--- src/rtl/mcpu_ctrl.sv ---
// ============================================================================
//  Module   : mcpu_ctrl
//  Brief    : Multicycle control FSM for the MCPU datapath. Drives PC, IR,
//             memory, register-file and ALU-source selects, supplies ALUOp,
//             and handshakes with a variable-latency memory via mem_ready.
//  Revision : 1.0 - initial release
// ============================================================================
`default_nettype none

module mcpu_ctrl #(
    parameter logic [1:0] RESET_PC_SEL = 2'd0
) (
    input  logic       clk,
    input  logic       rst_n,
    input  logic [5:0] opcode,
    input  logic [5:0] funct,
    input  logic       mem_ready,
    input  logic       Zero,
    output logic       PCWrite,
    output logic       PCWriteCond,
    output logic       IorD,
    output logic       MemRead,
    output logic       MemWrite,
    output logic       IRWrite,
    output logic       MemtoReg,
    output logic       RegDst,
    output logic       RegWrite,
    output logic       ExtOp,
    output logic [1:0] ALUSrcA,
    output logic [1:0] ALUSrcB,
    output logic [3:0] ALUOp,
    output logic [1:0] PCSource,
    output logic       illegal
);

    // ALU operation codes (must match the ALU's decode table)
    localparam logic [3:0] C_ALU_ADD  = 4'd0;
    localparam logic [3:0] C_ALU_SUB  = 4'd1;
    localparam logic [3:0] C_ALU_AND  = 4'd2;
    localparam logic [3:0] C_ALU_OR   = 4'd3;
    localparam logic [3:0] C_ALU_XOR  = 4'd4;
    localparam logic [3:0] C_ALU_NOR  = 4'd5;
    localparam logic [3:0] C_ALU_SLT  = 4'd6;
    localparam logic [3:0] C_ALU_SLTU = 4'd7;
    localparam logic [3:0] C_ALU_SLL  = 4'd8;
    localparam logic [3:0] C_ALU_SRL  = 4'd9;
    localparam logic [3:0] C_ALU_SRA  = 4'd10;
    localparam logic [3:0] C_ALU_LU   = 4'd11;
    localparam logic [3:0] C_ALU_BNE  = 4'd12;
    localparam logic [3:0] C_ALU_BGTZ = 4'd13;
    localparam logic [3:0] C_ALU_BLEZ = 4'd14;
    localparam logic [3:0] C_ALU_BLTZ = 4'd15;

    // Opcodes
    localparam logic [5:0] C_OP_RTYPE = 6'b000000;
    localparam logic [5:0] C_OP_REGIM = 6'b000001;
    localparam logic [5:0] C_OP_J     = 6'b000010;
    localparam logic [5:0] C_OP_BEQ   = 6'b000100;
    localparam logic [5:0] C_OP_BNE   = 6'b000101;
    localparam logic [5:0] C_OP_BLEZ  = 6'b000110;
    localparam logic [5:0] C_OP_BGTZ  = 6'b000111;
    localparam logic [5:0] C_OP_ADDI  = 6'b001000;
    localparam logic [5:0] C_OP_ANDI  = 6'b001100;
    localparam logic [5:0] C_OP_ORI   = 6'b001101;
    localparam logic [5:0] C_OP_XORI  = 6'b001110;
    localparam logic [5:0] C_OP_LUI   = 6'b001111;
    localparam logic [5:0] C_OP_LW    = 6'b100011;
    localparam logic [5:0] C_OP_SW    = 6'b101011;

    // FSM states
    localparam logic [3:0] C_ST_FETCH  = 4'd0;
    localparam logic [3:0] C_ST_DECODE = 4'd1;
    localparam logic [3:0] C_ST_EXEC_R = 4'd2;
    localparam logic [3:0] C_ST_EXEC_I = 4'd3;
    localparam logic [3:0] C_ST_ALU_WB = 4'd4;
    localparam logic [3:0] C_ST_ADDR   = 4'd5;
    localparam logic [3:0] C_ST_MEM_RD = 4'd6;
    localparam logic [3:0] C_ST_MEM_WB = 4'd7;
    localparam logic [3:0] C_ST_MEM_WR = 4'd8;
    localparam logic [3:0] C_ST_BRANCH = 4'd9;
    localparam logic [3:0] C_ST_JUMP   = 4'd10;

    logic [3:0] r_state;
    logic [3:0] w_next_state;
    logic       r_illegal;
    logic       w_set_illegal;
    logic       w_funct_ok;
    logic [3:0] w_r_aluop;
    logic [1:0] w_r_srca;

    // Branch resolution happens in the datapath (PCWriteCond & Zero)
    logic w_unused_zero;
    assign w_unused_zero = Zero;

    // R-type funct decode shared by next-state and output logic
    always_comb begin
        w_funct_ok = 1'b1;
        w_r_aluop  = C_ALU_ADD;
        w_r_srca   = 2'd1;
        case (funct)
            6'b100000: w_r_aluop = C_ALU_ADD;
            6'b100010: w_r_aluop = C_ALU_SUB;
            6'b100100: w_r_aluop = C_ALU_AND;
            6'b100101: w_r_aluop = C_ALU_OR;
            6'b100110: w_r_aluop = C_ALU_XOR;
            6'b100111: w_r_aluop = C_ALU_NOR;
            6'b101010: w_r_aluop = C_ALU_SLT;
            6'b101011: w_r_aluop = C_ALU_SLTU;
            6'b000000: begin w_r_aluop = C_ALU_SLL; w_r_srca = 2'd2; end
            6'b000010: begin w_r_aluop = C_ALU_SRL; w_r_srca = 2'd2; end
            6'b000011: begin w_r_aluop = C_ALU_SRA; w_r_srca = 2'd2; end
            default:   w_funct_ok = 1'b0;
        endcase
    end

    // State register: reset forces FETCH asynchronously
    always_ff @(posedge clk or negedge rst_n) begin
        if (!rst_n) r_state <= C_ST_FETCH;
        else        r_state <= w_next_state;
    end

    // Sticky illegal-instruction flag, cleared only by reset
    always_ff @(posedge clk or negedge rst_n) begin
        if (!rst_n)             r_illegal <= 1'b0;
        else if (w_set_illegal) r_illegal <= 1'b1;
    end

    // Next-state logic
    always_comb begin
        w_next_state  = C_ST_FETCH;
        w_set_illegal = 1'b0;
        case (r_state)
            C_ST_FETCH:  w_next_state = mem_ready ? C_ST_DECODE : C_ST_FETCH;
            C_ST_DECODE: begin
                case (opcode)
                    C_OP_RTYPE:                 w_next_state = C_ST_EXEC_R;
                    C_OP_LW, C_OP_SW:           w_next_state = C_ST_ADDR;
                    C_OP_BEQ, C_OP_BNE, C_OP_BGTZ,
                    C_OP_BLEZ, C_OP_REGIM:      w_next_state = C_ST_BRANCH;
                    C_OP_J:                     w_next_state = C_ST_JUMP;
                    C_OP_ADDI, C_OP_ANDI, C_OP_ORI,
                    C_OP_XORI, C_OP_LUI:        w_next_state = C_ST_EXEC_I;
                    default: begin
                        w_next_state  = C_ST_FETCH;
                        w_set_illegal = 1'b1;
                    end
                endcase
            end
            C_ST_EXEC_R: begin
                if (w_funct_ok) begin
                    w_next_state = C_ST_ALU_WB;
                end else begin
                    w_next_state  = C_ST_FETCH;
                    w_set_illegal = 1'b1;
                end
            end
            C_ST_EXEC_I: w_next_state = C_ST_ALU_WB;
            C_ST_ALU_WB: w_next_state = C_ST_FETCH;
            C_ST_ADDR:   w_next_state = (opcode == C_OP_LW) ? C_ST_MEM_RD : C_ST_MEM_WR;
            C_ST_MEM_RD: w_next_state = mem_ready ? C_ST_MEM_WB : C_ST_MEM_RD;
            C_ST_MEM_WB: w_next_state = C_ST_FETCH;
            C_ST_MEM_WR: w_next_state = mem_ready ? C_ST_FETCH : C_ST_MEM_WR;
            C_ST_BRANCH: w_next_state = C_ST_FETCH;
            C_ST_JUMP:   w_next_state = C_ST_FETCH;
            default:     w_next_state = C_ST_FETCH;
        endcase
    end

    // Output decode: Moore on state + IR fields, FETCH gated by mem_ready
    always_comb begin
        PCWrite     = 1'b0;
        PCWriteCond = 1'b0;
        IorD        = 1'b0;
        MemRead     = 1'b0;
        MemWrite    = 1'b0;
        IRWrite     = 1'b0;
        MemtoReg    = 1'b0;
        RegDst      = 1'b0;
        RegWrite    = 1'b0;
        ExtOp       = 1'b0;
        ALUSrcA     = 2'd0;
        ALUSrcB     = 2'd0;
        ALUOp       = C_ALU_ADD;
        PCSource    = RESET_PC_SEL;
        case (r_state)
            C_ST_FETCH: begin
                MemRead  = 1'b1;
                ALUSrcB  = 2'd1;
                PCSource = 2'd0;
                IRWrite  = mem_ready;
                PCWrite  = mem_ready;
            end
            C_ST_DECODE: begin
                ALUSrcB = 2'd3;
                ExtOp   = 1'b1;
            end
            C_ST_EXEC_R: begin
                ALUSrcA = w_r_srca;
                ALUOp   = w_r_aluop;
                RegDst  = 1'b1;
            end
            C_ST_EXEC_I: begin
                ALUSrcA = 2'd1;
                ALUSrcB = 2'd2;
                case (opcode)
                    C_OP_ADDI: begin ALUOp = C_ALU_ADD; ExtOp = 1'b1; end
                    C_OP_ANDI: ALUOp = C_ALU_AND;
                    C_OP_ORI:  ALUOp = C_ALU_OR;
                    C_OP_XORI: ALUOp = C_ALU_XOR;
                    C_OP_LUI:  ALUOp = C_ALU_LU;
                    default:   ALUOp = C_ALU_ADD;
                endcase
            end
            C_ST_ALU_WB: begin
                RegWrite = 1'b1;
                // IR still holds the instruction, so its class picks rd vs rt
                RegDst   = (opcode == C_OP_RTYPE);
            end
            C_ST_ADDR: begin
                ALUSrcA = 2'd1;
                ALUSrcB = 2'd2;
                ExtOp   = 1'b1;
            end
            C_ST_MEM_RD: begin
                MemRead = 1'b1;
                IorD    = 1'b1;
            end
            C_ST_MEM_WB: begin
                RegWrite = 1'b1;
                MemtoReg = 1'b1;
            end
            C_ST_MEM_WR: begin
                MemWrite = 1'b1;
                IorD     = 1'b1;
            end
            C_ST_BRANCH: begin
                ALUSrcA     = 2'd1;
                PCSource    = 2'd1;
                PCWriteCond = 1'b1;
                case (opcode)
                    C_OP_BEQ:   ALUOp = C_ALU_SUB;
                    C_OP_BNE:   ALUOp = C_ALU_BNE;
                    C_OP_BGTZ:  ALUOp = C_ALU_BGTZ;
                    C_OP_BLEZ:  ALUOp = C_ALU_BLEZ;
                    C_OP_REGIM: ALUOp = C_ALU_BLTZ;
                    default:    ALUOp = C_ALU_SUB;
                endcase
            end
            C_ST_JUMP: begin
                PCWrite  = 1'b1;
                PCSource = 2'd2;
            end
            default: ;
        endcase
    end

    assign illegal = r_illegal;

endmodule

`default_nettype wire

--- config.mk ---
export PLATFORM = sky130hd
export DESIGN_NAME = mcpu_ctrl
export DESIGN_NICKNAME = d
export VERILOG_FILES = /design/src/rtl/mcpu_ctrl.sv
export SDC_FILE = /design/constraint.sdc
export NUM_CORES = 1
export LEC_CHECK = 0
export CAP_MARGIN = 20
export CORE_MARGIN = 3
export CORE_UTILIZATION = 44
export CTS_CLUSTER_SIZE = 12
export DETAILED_ROUTE_END_ITERATION = 16
export PLACE_DENSITY = 0.84
export SLEW_MARGIN = 20
export SYNTH_ARGS = -nofsm -noshare
export SYNTH_HDL_FRONTEND = slang
export SYNTH_SLANG_ARGS = --single-unit
--- constraint.sdc ---
create_clock -name clk -period 3.2 [get_ports clk]
set_clock_uncertainty 0.05 [all_clocks]
set_input_delay 0.64 -clock clk [delete_from_list [all_inputs] [get_ports clk]]
set_output_delay 0.64 -clock clk [all_outputs]
set_load 0.005 [all_outputs]
==> impl_metrics.env, run 1 <==
export IMPL_row_count=14
export IMPL_cts_tree="yes"
export IMPL_worstPathRequired_ns=2.51
export IMPL_leakage_nw=0.550
export IMPL_min_path_type="register to register"
export IMPL_synth_edff_count=0
export IMPL_cts_buffers=3
export IMPL_clkLatencyLatePin_ns=0.25
export IMPL_yosysSeqAreaShare_pct=15.3
export IMPL_pwr_density_cell_nw_per_um2=231
export IMPL_clock_path_buffers=2
export IMPL_drt_pre_antenna_iters=4
export IMPL_cts_root_buf="clkbuf_4"
export IMPL_hpwl_mm=2.21
export IMPL_core_area_sq_um=1630
export IMPL_start_util_pct=50.2
export IMPL_synthXorXnorAreaFrac_pct=3.22
export IMPL_place_gp_congestion=0.863
export IMPL_fill_cells=117
export IMPL_nets=189
export IMPL_synth_warnings=0
export IMPL_synth_top_family_by_area="simple AND/OR/NAND/NOR gates"
export IMPL_synth_fa_ha_area_share_pct=0
export IMPL_multi_input_area_sq_um=658
export IMPL_path_class="input port to primary output"
export IMPL_fmax_mhz=319
export IMPL_tightest_slew_ns=0.568
export IMPL_status="completed"
export IMPL_arrival_ns=2.45
export IMPL_routedWlPerCell_um=14.6
export IMPL_syn_to_final_growth_pct=66.3
export IMPL_grt_pass1_vias=1089
export IMPL_fin_setup_tns_ns=0
export IMPL_n_antenna_cell=0
export IMPL_setup_violations=0
export IMPL_drc_errors=0
export IMPL_synthCells=119
export IMPL_cts_sinks=5
export IMPL_avgSynthCellArea_sq_um=6.87
export IMPL_synth_cell_types=40
export IMPL_drt_iter0_drc=25
export IMPL_drv_slew=0
export IMPL_synth_flop_cell="dfrtp_1"
export IMPL_syn_area_sq_um=817
export IMPL_portBuffers=35
export IMPL_use_met1_pct=28.8
export IMPL_vias_per_cell=5.88
export IMPL_io_pins=37
export IMPL_async_reset_ff_share_pct=100
export IMPL_yosysTopAreaCell="dfrtp_1"
export IMPL_fp_dieH_um=49.1
export IMPL_synth_simple_gate_area_share_pct=45.5
export IMPL_crit_fanout=2
export IMPL_synthTopCellsByArea="dfrtp_1, a21oi_1, nor2_1"
export IMPL_clkTransAtPathRegs_ns=0.04
export IMPL_timing_hold_ws_ns=0.427
export IMPL_busiest_layer="met2"
export IMPL_grt_usage_pct=25.7
export IMPL_crit_path_start_kind="input port"
export IMPL_end_kind="primary output"
export IMPL_hold_violations=0
export IMPL_ant_nets=0
export IMPL_antenna_found_initial=0
export IMPL_synth_compound_area_share_pct=25.3
export IMPL_cts_htree_levels=1
export IMPL_ys_ff_latch=5
export IMPL_muxShareOfSynthArea_pct=1.23
export IMPL_num_vias=1152
export IMPL_grt_pass1_wl_mm=4.80
export IMPL_fp_dieW_um=49.1
export IMPL_grtUsageMet3_pct=3.36
export IMPL_synth_top_area_share_pct=15.3
export IMPL_grt_overflow_total=0
export IMPL_maxSlewHeadroom_pct=62.0
export IMPL_timing_final_crit_share_pct=98.0
export IMPL_die_area_sq_um=2410
export IMPL_irDropWorstVdd_v=0.000187
export IMPL_grt_max_degree=13
export IMPL_drive_gt1_share_pct=23.3
export IMPL_use_met2_pct=44.0
export IMPL_synth_common_cells="a21oi_1, nor2_1, inv_1, nand2_1, nor3_1"
export IMPL_post_route_min_period_ns=3.14
export IMPL_wl_mm=2.86
export IMPL_seq_area_sq_um=125
export IMPL_maxCapViolCount=0
export IMPL_syn_nets=135
-- worst max-delay path, stage by stage --
cell and delay, ns:
clkdlybuf4s50_1 0.42, or4_4 0.58, nor4_4 0.26, clkdlybuf4s50_1 0.55
-- final cells by class --
cell class / instances / share of cell area (%)
Sequential cell: 5 / 9.21
Timing Repair Buffer: 56 / 36.3
Tap cell: 24 / 2.21
Multi-Input combinational cell: 100 / 48.4
Clock buffer: 4 / 1.93
Inverter: 7 / 1.93
-- flip-flops by register name (all words and copies together), names as in the netlist --
signal	count
illegal	1
r_state	4
-- report_power, final --
group	leakage (nW)	internal (W)	switching [W]
registers	0.0628	0.0000673	0.0000114
clock network	0.0150	0.0000473	0.0000291
logic	0.472	0.0000835	0.0000752
-- path summary, 6_finish.rpt --
kind / startpoint / endpoint / slack (ns) / cells after the start
max: funct[4] / ALUSrcA[1] / 0.06 / 4
min: illegal / illegal / 0.43 / 1
min in group asynchronous: rst_n / r_state[2] / 0.56 / 1
min reg2reg: illegal / illegal / 0.43 / 1
max in group asynchronous: rst_n / r_state[0] / 2.36 / 1
max reg2reg: r_state[3] / illegal / 1.46 / 4
-- routing by layer --
metal / vias to the layer above / share of wire, %
li1: 545 / -
met1: 528 / 39
met2: 64 / 48
met3: 15 / 7.9
met4: 0 / 5.1
met5: - / 0
-- per-stage QoR --
| stage | util (%) | area [sq um] | setup WS, ns | instances | power [W] |
|---|---|---|---|---|---|
| 6_report | 83.4 | 1360 | 0.0647 | 196 | 0.000314 |
| 3_5_place_dp | 78.6 | 1280 | -0.238 | 189 | 0.000232 |
| 5_1_grt | 83.4 | 1360 | -0.00562 | 196 | 0.000334 |
| 2_1_floorplan | - | 817 | 0.701 | 119 | 0.000152 |
| 3_3_place_gp | 78.6 | 1280 | -0.172 | 189 | 0.000227 |
| 4_1_cts | 82.6 | 1350 | -0.0167 | 195 | 0.000308 |
-- cell usage in the layout (no fill, tap or decap), types with 2 or more instances in the layout --
cell,Yosys,layout
buf_4,0,21
nor4_4,1,3
nand3_1,2,2
clkdlybuf4s50_1,0,28
nand2_1,7,7
nor3_1,7,7
dfrtp_1,5,5
nor4b_1,2,2
o311ai_0,2,2
o31ai_1,3,2
a21oi_1,14,14
nor2b_1,4,4
nor2_1,14,14
clkbuf_2,0,2
nand2b_1,6,6
xor2_1,3,3
clkbuf_4,0,3
or2_2,4,4
inv_1,7,7
dlygate4sd2_1,0,4
a31oi_1,2,2
o211ai_1,4,4
o21ai_0,3,3
-- timing repair --
action,4_1_cts,5_1_grt
buffers inserted,2,2
pin swaps,2,3
endpoints found under the hold margin,0,0
hold buffers,0,0
setup endpoints to repair,8,3
resized for setup,13,6
-- kinds of logic after synthesis --
family          count (synthesis)
compound gates                 33
xor+xnor                        3
buf+inv                        14
flops                           5
mux                             1
simple gates                   63
Note: power is estimated with default switching activity, not from simulation.
==> run 2: changes to the inputs <==
- clock period: 3.2 -> 4.1 ns (I/O delays scaled with it)
==> run 2 against run 1 <==
  * Clock power down 23%
  * Combinational power down 31%
  * Sequential cell count unchanged
==> impl_metrics.env, run 2 (synthesized netlist as in run 1, its figures left out) <==
export IMPL_crit_fanout=6
export IMPL_antenna_found_initial=0
export IMPL_setup_ws_ns=0.127
export IMPL_nets=170
export IMPL_drc_errors=0
export IMPL_drt_pre_antenna_iters=4
export IMPL_fp_dieW_um=49.1
export IMPL_num_vias=1056
export IMPL_post_cts_buffers=0
export IMPL_post_route_min_period_ns=3.97
export IMPL_min_from="illegal"
export IMPL_die_area_sq_um=2410
export IMPL_min_path_cells=1
export IMPL_drt_iter0_drc=26
export IMPL_start_util_pct=50.2
export IMPL_cts_tree="yes"
export IMPL_clkTransAtPathRegs_ns=0.05
export IMPL_pwr_density_cell_nw_per_um2=194
export IMPL_cts_root_buf="clkbuf_4"
export IMPL_final_common_cell="clkdlybuf4s50_1"
export IMPL_arrival_ns=3.10
export IMPL_ant_nets=0
export IMPL_pre_cts_ws_ns=0.203
export IMPL_hpwl_mm=2.00
export IMPL_io_pins=37
export IMPL_fmax_mhz=252
export IMPL_drive_gt1_share_pct=9.80
export IMPL_path_class="input port to primary output"
export IMPL_syn_to_final_growth_pct=45.5
export IMPL_irDropWorstVdd_v=0.000124
export IMPL_cts_hold_buf=0
export IMPL_fp_dieH_um=49.1
export IMPL_worstPathRequired_ns=3.23
export IMPL_wl_mm=2.55
export IMPL_path_common_cell="clkdlybuf4s50_1"
export IMPL_crit_path_start_kind="input port"
export IMPL_cp_cell_sequence="clkdlybuf4s50_1, or3b_1, nor4_1, mux2i_1, o211ai_1, clkdlybuf4s50_1"
export IMPL_leakage_nw=0.430
export IMPL_seq_area_sq_um=125
export IMPL_tightest_slew_ns=0.615
export IMPL_dp_cells=173
export IMPL_end_kind="primary output"
export IMPL_clock_path_buffers=2
export IMPL_fin_setup_tns_ns=0
export IMPL_grt_pass1_wl_mm=4.15
export IMPL_row_count=14
export IMPL_r2r_end="illegal"
export IMPL_rsz0062_at_grt="no"
export IMPL_core_area_sq_um=1630
export IMPL_min_path_type="register to register"
export IMPL_fill_cells=142
export IMPL_grt_max_degree=15
export IMPL_critPathSlowestCell="clkdlybuf4s50_1"
export IMPL_grt_pass1_vias=1035
export IMPL_grt_overflow_total=0
export IMPL_reg2reg_depth=4
export IMPL_maxCapViolCount=0
export IMPL_routedWlPerCell_um=14.4
export IMPL_grt_usage_pct=21.2
export IMPL_vias_per_cell=5.97
export IMPL_cp_slowest_stage_delay_ns=0.54
export IMPL_cts_buffers=3
export IMPL_cts_htree_levels=1
export IMPL_status="completed"
export IMPL_cts_resized=0
export IMPL_top_register="r_state"
export IMPL_timing_final_crit_share_pct=96.9
export IMPL_place_gp_congestion=0.872
export IMPL_hold_end="illegal"
export IMPL_n_antenna_cell=0
export IMPL_final_cell_mix="clkdlybuf4s50_1, nor2_1, a21oi_1"
export IMPL_rrSetupSlack_ns=2.38
export IMPL_clkLatencyLatePin_ns=0.25
export IMPL_maxSlewHeadroom_pct=58.6
export IMPL_multi_input_area_sq_um=614
export IMPL_portBuffers=35
export IMPL_hold_violations=0
export IMPL_setup_violations=0
export IMPL_layout_cells_non_filler=177
export IMPL_cts_sinks=5
export IMPL_largest_register_ffs=4
export IMPL_r2r_start="r_state[1]"
export IMPL_drv_slew=0
[run 2: cell types whose count changed in the layout (fill, tap and decap cells not counted), sizes merged]
cell           before  now
buf                21    2
clkbuf              6    3
clkdlybuf4s15       1    0
clkdlybuf4s50      28   35
clkinv              0    1
dlygate4sd2         4    0
[run 2: metal layers]
| metal | up-vias | routed length [um] | global-route usage [%] |
|---|---|---|---|
| met5 | - | 0 | 0 |
| met4 | 0 | 86 | 10.9 |
| met3 | 11 | 136 | 2.75 |
| met2 | 54 | 1290 | 40.4 |
| met1 | 485 | 1040 | 22.1 |
| li1 | 506 | - | - |
[run 2: worst max-delay path by stage]
stage,from,to,slack (ns),cells past startpoint
global route,opcode[4],ALUOp[1],0.03,6
global placement,opcode[4],ALUOp[1],0.24,6
detailed placement,opcode[4],ALUOp[1],0.20,6
CTS,opcode[4],ALUOp[1],0.19,6
finish,opcode[4],ALUOp[1],0.13,6
floorplan,funct[3],ALUSrcA[0],1.24,5
[run 2: through the flow]
step | util [%] | area, sq um | hold WS [ns] | total power (W)
3_5_place_dp | 71.3 | 1160 | 0.474 | 0.000171
2_1_floorplan | - | 817 | 0.414 | 0.000119
6_report | 73.0 | 1190 | 0.483 | 0.000230
4_1_cts | 73.0 | 1190 | 0.484 | 0.000230
5_1_grt | 73.0 | 1190 | 0.512 | 0.000244
3_3_place_gp | 71.3 | 1160 | 0.409 | 0.000168
[run 2: final cells by class]
cell class              count  area share [%]
clock buffers               3            1.89
well taps                  24            2.53
repair buffers             37            30.7
multi-input cells         100            51.7
inverters                   7            2.21
clock inverters             1           0.421
flip-flops and latches      5            10.5
[run 2: power by group]
group / switching, W / total (W) / internal (W)
logic: 0.0000512 / 0.000110 / 0.0000585
registers: 0.00000949 / 0.0000620 / 0.0000525
clock network: 0.0000232 / 0.0000586 / 0.0000354
total: 0.0000838 / 0.000230 / 0.000146
[run 2: worst max-delay path: cells and delay by family]
kind                   cells  cell delay [ns]
buffers and inverters      2             1.03
AO/OA/AOI/OAI              1             0.12
multiplexers               1             0.16
AND/OR/NAND/NOR            2             0.97
